`src/rtl/alu_writeback_stage.sv`:
```
// Commit stage after the ALU: register write-back, PSR upkeep, BLT branch requests and illegal-op trap.
// Optional macro PSR_FORWARD_EN: carry_out forwards the carry being committed instead of waiting for the PSR.

package alu_writeback_pkg;
  // Flag bit positions and opcode fields mirror parameters.vh.
  localparam int CARRY_FLAG = 0;
  localparam int LOW        = 1;
  localparam int FLAG       = 2;
  localparam int ZERO       = 3;
  localparam int NEG        = 4;

  localparam logic [3:0] MAJ_RTYPE  = 4'h0;
  localparam logic [3:0] MAJ_ADDI   = 4'h5;
  localparam logic [3:0] MAJ_SHIFTS = 4'h8;
  localparam logic [3:0] MAJ_SUBI   = 4'h9;
  localparam logic [3:0] MAJ_CMPI   = 4'hB;
  localparam logic [3:0] MAJ_BLT    = 4'hC;
  localparam logic [3:0] MAJ_SETI   = 4'hD;

  localparam logic [3:0] EXT_AND = 4'h1;
  localparam logic [3:0] EXT_OR  = 4'h2;
  localparam logic [3:0] EXT_XOR = 4'h3;
  localparam logic [3:0] EXT_ADD = 4'h5;
  localparam logic [3:0] EXT_SUB = 4'h9;
  localparam logic [3:0] EXT_CMP = 4'hB;

  localparam logic [3:0] EXT_LSHI_L  = 4'h0;
  localparam logic [3:0] EXT_LSHI_R  = 4'h1;
  localparam logic [3:0] EXT_ASHUI_L = 4'h2;
  localparam logic [3:0] EXT_ASHUI_R = 4'h3;
  localparam logic [3:0] EXT_LSH     = 4'h4;
  localparam logic [3:0] EXT_ASHU    = 4'h6;

  // Commit behaviour groups: each class fixes the write enable and the PSR update mask.
  typedef enum logic [2:0] {
    CLS_ADD, CLS_SUB, CLS_ADDI, CLS_SUBI, CLS_CMP, CLS_PLAIN, CLS_BLT, CLS_ILLEGAL
  } op_class_e;

  function automatic op_class_e decode_op(input logic [3:0] major, input logic [3:0] ext);
    op_class_e cls;
    cls = CLS_ILLEGAL;
    case (major)
      MAJ_RTYPE: begin
        case (ext)
          EXT_AND, EXT_OR, EXT_XOR: cls = CLS_PLAIN;
          EXT_ADD:                  cls = CLS_ADD;
          EXT_SUB:                  cls = CLS_SUB;
          EXT_CMP:                  cls = CLS_CMP;
          default:                  cls = CLS_ILLEGAL;
        endcase
      end
      MAJ_SHIFTS: begin
        case (ext)
          EXT_LSHI_L, EXT_LSHI_R, EXT_ASHUI_L, EXT_ASHUI_R, EXT_LSH, EXT_ASHU: cls = CLS_PLAIN;
          default: cls = CLS_ILLEGAL;
        endcase
      end
      MAJ_ADDI: cls = CLS_ADDI;
      MAJ_SUBI: cls = CLS_SUBI;
      MAJ_CMPI: cls = CLS_CMP;
      MAJ_SETI: cls = CLS_PLAIN;
      MAJ_BLT:  cls = CLS_BLT;
      default:  cls = CLS_ILLEGAL;
    endcase
    return cls;
  endfunction
endpackage

module alu_writeback_stage #(
  parameter int DATA_W = 16,
  parameter int REG_AW = 4,
  parameter int FLAG_W = 5
) (
  input  logic              clk,
  input  logic              reset,
  input  logic              in_valid,
  output logic              in_ready,
  input  logic [DATA_W-1:0] in_result,
  input  logic [FLAG_W-1:0] in_flags,
  input  logic [15:0]       in_opcode,
  input  logic [REG_AW-1:0] in_dest,
  input  logic              rf_busy,
  output logic              wr_en,
  output logic [REG_AW-1:0] wr_addr,
  output logic [DATA_W-1:0] wr_data,
  output logic [FLAG_W-1:0] psr,
  output logic              carry_out,
  output logic              branch_req,
  output logic [3:0]        branch_off,
  output logic              trap,
  output logic [15:0]       trap_opcode,
  input  logic              trap_ack
);
  import alu_writeback_pkg::*;

  typedef enum logic [1:0] {IDLE, COMMIT, TRAP} state_e;

  state_e            state_q, state_d;
  op_class_e         in_class, cls_q;
  logic              accept, in_legal;
  logic [FLAG_W-1:0] flags_q, psr_mask;

  // in_flags[0] doubles as an ALU invalid-op hint; legality comes from the opcode alone.
  assign in_ready = (state_q == IDLE) && !rf_busy;
  assign accept   = in_valid && in_ready;
  assign in_class = decode_op(in_opcode[15:12], in_opcode[7:4]);
  assign in_legal = (in_class != CLS_ILLEGAL);

  always_comb begin
    // NOTE: default assigned first so every path drives state_d; a missing branch would infer a latch.
    state_d = state_q;
    case (state_q)
      IDLE:    if (accept) state_d = in_legal ? COMMIT : TRAP;
      COMMIT:  state_d = IDLE;
      TRAP:    if (trap_ack) state_d = IDLE;
      default: state_d = IDLE;
    endcase
  end

  // NOTE: sequential state uses <= so every register samples pre-edge values whatever the block order.
  always_ff @(posedge clk) begin
    if (reset) state_q <= IDLE;
    else       state_q <= state_d;
  end

  always_comb begin
    psr_mask = '0;
    case (cls_q)
      CLS_ADD: begin
        psr_mask[CARRY_FLAG] = 1'b1;
        psr_mask[FLAG]       = 1'b1;
        psr_mask[ZERO]       = 1'b1;
      end
      CLS_SUB: begin
        psr_mask[CARRY_FLAG] = 1'b1;
        psr_mask[FLAG]       = 1'b1;
      end
      CLS_ADDI: psr_mask[CARRY_FLAG] = 1'b1;
      CLS_SUBI: psr_mask[FLAG]       = 1'b1;
      CLS_CMP: begin
        psr_mask[NEG]  = 1'b1;
        psr_mask[LOW]  = 1'b1;
        psr_mask[ZERO] = 1'b1;
      end
      default: psr_mask = '0;
    endcase
  end

  always_ff @(posedge clk) begin
    if (reset) begin
      wr_en       <= 1'b0;
      wr_addr     <= '0;
      wr_data     <= '0;
      psr         <= '0;
      branch_req  <= 1'b0;
      branch_off  <= '0;
      trap        <= 1'b0;
      trap_opcode <= '0;
      cls_q       <= CLS_PLAIN;
      flags_q     <= '0;
    end else begin
      wr_en      <= 1'b0;
      branch_req <= 1'b0;
      if (accept && in_legal) begin
        cls_q   <= in_class;
        flags_q <= in_flags;
        wr_addr <= in_dest;
        wr_data <= in_result;
        wr_en   <= !(in_class inside {CLS_CMP, CLS_BLT});
        if (in_class == CLS_BLT) begin
          branch_req <= (in_result != '0);
          branch_off <= in_result[3:0];
        end
      end
      if (accept && !in_legal) begin
        trap        <= 1'b1;
        trap_opcode <= in_opcode;
      end
      // PSR lands on the edge that closes COMMIT, so the committing op sees the old PSR.
      if (state_q == COMMIT) psr <= (psr & ~psr_mask) | (flags_q & psr_mask);
      if (state_q == TRAP && trap_ack) trap <= 1'b0;
    end
  end

`ifdef PSR_FORWARD_EN
  assign carry_out = (state_q == COMMIT && psr_mask[CARRY_FLAG]) ? flags_q[CARRY_FLAG] : psr[CARRY_FLAG];
`else
  assign carry_out = psr[CARRY_FLAG];
`endif

endmodule

```
`config.mk`:
```
export PLATFORM = sky130hd
export DESIGN_NAME = alu_writeback_stage
export DESIGN_NICKNAME = d
export VERILOG_FILES = /design/src/rtl/alu_writeback_stage.sv
export SDC_FILE = /design/constraint.sdc
export NUM_CORES = 1
export LEC_CHECK = 0
export ABC_AREA = 1
export CAP_MARGIN = 20
export CORE_ASPECT_RATIO = 1.25
export CORE_MARGIN = 5
export CORE_UTILIZATION = 45
export CTS_BUF_LIST = sky130_fd_sc_hd__clkbuf_16
export DETAILED_ROUTE_END_ITERATION = 16
export GPL_ROUTABILITY_DRIVEN = 0
export PLACE_DENSITY = 0.8
export SYNTH_ARGS = -nofsm -noshare
export SYNTH_HDL_FRONTEND = slang
export SYNTH_SLANG_ARGS = --single-unit
```
`constraint.sdc`:
```
create_clock -name clk -period 1.8 [get_ports clk]
set_clock_uncertainty 0.05 [all_clocks]
set_input_delay 0.27 -clock clk [delete_from_list [all_inputs] [get_ports clk]]
set_output_delay 0.27 -clock clk [all_outputs]
set_load 0.01 [all_outputs]
```
==> summary.txt <==
Layout
  • Layout cells sized above 1: 10.9%
  • Final #Nets: 563
  • Fin cells: 588
  • Final core occ: 71.8%
  • N_diodes: 0
  • Area Growth Syn to Fin: 55.3%

STA
  • Highest Clock Rate: 0.601 GHz
  • Slew @ Worst Pin: 0.310 ns
  • Final Critical Period: 1.66 ns
  • Fin crit share: 92.4%
  • RSZ-0062 raised after global routing: no
  • Final Max Tran Viols: 0
  • Max transition margin: 79.1%
  • Final hold vios: 0
  • Setup-failing EPs final: 0

Synthesis
  • EDFF count, synth: 0
  • Cells after synthesis: 401
  • Register area share after synthesis: 43.1%
  • Largest area contributor in the netlist: dfxtp_1
  • #FFs+latches synth: 58
  • Top-count cell post-synth: nor2_1
  • FFs w/ async S/R, synth: 0%
  • Synth area leaders: dfxtp_1, nor2_1, nand2_1, nand3b_1, inv_1
  • Area fraction of the dominant cell type after synthesis: 43.1%
  • Most frequent cells after synthesis: nor2_1, nand2_1, dfxtp_1
  • Mean post-synth cell area: 6.71 µm²
  • Warnings, synthesis: 0
  • Commonest register cell after synthesis: dfxtp_1
  • Post-Syn Area: 2690 µm²
  • Library cells used by synthesis: 23
  • Net Count, Synth: 447

Global routing
  • Grt ovf: 0
  • First-pass GRT wire length: 11.4 mm
  • Total track usage: 19.0%
  • Largest net degree at the start of global routing: 54
  • Vias in the first global route: 2647
  • Initial antenna violation count: 0

Worst setup path
  • Startpoint class of the critical path: flop
  • CP endpoint kind: output port
  • Worst Path Required: 1.48 ns
  • Worst-path fanout max: 4
  • Data arrival, critical path: 1.34 ns
  • Setup CP Type: reg2out

Die
  • Die area: 7640 µm²
  • Die height: 96.5 µm
  • Io pins: 96
  • Starting Density: 46.3%
  • Die Wd: 79.2 µm
  • Area of the core: 5820 µm²
  • Num rows: 31

Routing
  • First-pass iteration count of the detailed router: 5
  • Post-DRT Antenna Nets: 0
  • Final WL: 6.92 mm
  • # DRC: 0
  • Avg Vias per Cell: 4.76
  • Starting DRC count in detailed routing: 122
  • Routed vias: 2796
  • Routed len/inst: 11.8 µm

Placement
  • Port bufs: 95
  • DP Wirelength: 5.11 mm
  • Placed cell count: 572

Power and ir drop
  • Max rail drop VDD: 828 µV
  • Leak Pwr: 1.95 nW
  • Pwr Density: 900 nW/µm²

Clock tree
  • Setup Buffers After CTS: 0
  • Skew-Pair Late Insertion Delay: 0.32 ns
  • Number of CTS-inserted buffers: 9
  • Buffer type at the clock tree root: clkbuf_16
  • Longest Clk Path Bufs: 2
  • H-tree lvl count: 3
  • Clk slew on worst S/H paths: 0.05 ns
  • CTS tree: built
  • Clock Sinks: 58

Min path
  • Worst hold path class: in2reg

Run status
  • Status: finished clean

Job
  • Max Cap Violations: 0
==> per-stage QoR <==
step	cell area, µm²	power (mW)	hold slack [ns]	TNS [ns]	worst slack, ns
2_1_floorplan	2690	1.80	0.289	0	0.161
3_3_place_gp	3880	2.16	0.384	-15.21	-0.332
3_5_place_dp	3880	2.18	0.386	-19.47	-0.422
4_1_cts	4160	3.81	0.379	0	0.0368
5_1_grt	4180	3.97	0.278	0	0.000594
6_report	4180	3.76	0.257	0	0.136
==> state kept, by name, summed over array words and instances (netlist names), 2 cells and up, named ones only <==
register     flops
cls_q            3
trap_opcode     16
wr_data         16
flags_q          5
state_q          2
wr_addr          4
branch_off       4
==> logic make-up after synthesis <==
family | Yosys count | share of synthesized area (%)
and+or+nand+nor | 265 | 43.4
buffers and inverters | 60 | 10.1
DFF | 58 | 43.1
AOI/OAI and AO/OA | 18 | 3.35
==> worst paths after layout <==
| path | startpoint | endpoint | slack (ns) | depth (start not counted) |
|---|---|---|---|---|
| max | state_q[1]$_SDFFE_PP0P_ | in_ready | 0.14 | 3 |
| min | in_opcode[5] | trap_opcode[5]$_SDFFE_PP0P_ | 0.26 | 3 |
| max reg2reg | state_q[1]$_SDFFE_PP0P_ | wr_data[2]$_SDFFE_PP0N_ | 0.20 | 8 |
| min reg2reg | trap$_SDFFE_PP0P_ | trap$_SDFFE_PP0P_ | 0.39 | 2 |
==> final cells by class <==
class	instances	area, µm²
well taps	66	82.6
clock inverters	7	60.1
clock buffers	9	225
inverters	42	158
repair buffers	123	1210
multi-input cells	283	1280
flip-flops and latches	58	1160
fillers	467	1640
==> worst max-delay path, stage by stage (launching register included) <==
cell and delay, ns:
dfxtp_1 0.32, or2_2 0.31, nor2_1 0.09, dlygate4sd2_1 0.30
==> report_power, final <==
group	switching, mW	internal [mW]	leakage, nW	total (mW)
Clock	0.560	1.05	0.142	1.61
Sequential	0.0461	1.38	0.473	1.42
Combinational	0.344	0.386	1.34	0.730
Total	0.950	2.81	1.95	3.76
==> per-layer routing <==
layer / vias to the layer above / global-route usage (%) / part of all wire [%]
li1: 1471 / - / -
met1: 1204 / 20.9 / 41
met2: 104 / 32.2 / 48
met3: 17 / 8.16 / 8.9
met4: 0 / 7.45 / 1.8
met5: - / 0 / 0
==> repair_timing <==
action,CTS,global route
setup endpoints to repair,49,51
hold endpoints to repair,0,0
pin swaps,0,2
resized for setup,8,7
hold buffers,0,0
==> placed cells by master, fill, tap and decap left out, types with 3 or more instances in the layout <==
cell type / netlist / layout
nand3b_1: 24 / 24
dlygate4sd2_1: 0 / 6
dfxtp_1: 58 / 58
buf_12: 0 / 4
o21ai_0: 7 / 5
clkdlybuf4s50_1: 0 / 86
clkbuf_16: 0 / 9
inv_1: 37 / 37
clkinv_1: 1 / 4
nor2_1: 116 / 115
nor2_2: 2 / 3
a21oi_1: 11 / 11
dlymetal6s2s_1: 0 / 3
inv_2: 4 / 4
nand3_1: 17 / 17
nor3_1: 3 / 3
nand2_1: 91 / 91
buf_4: 5 / 23
Power figures use the tool's default switching activity.
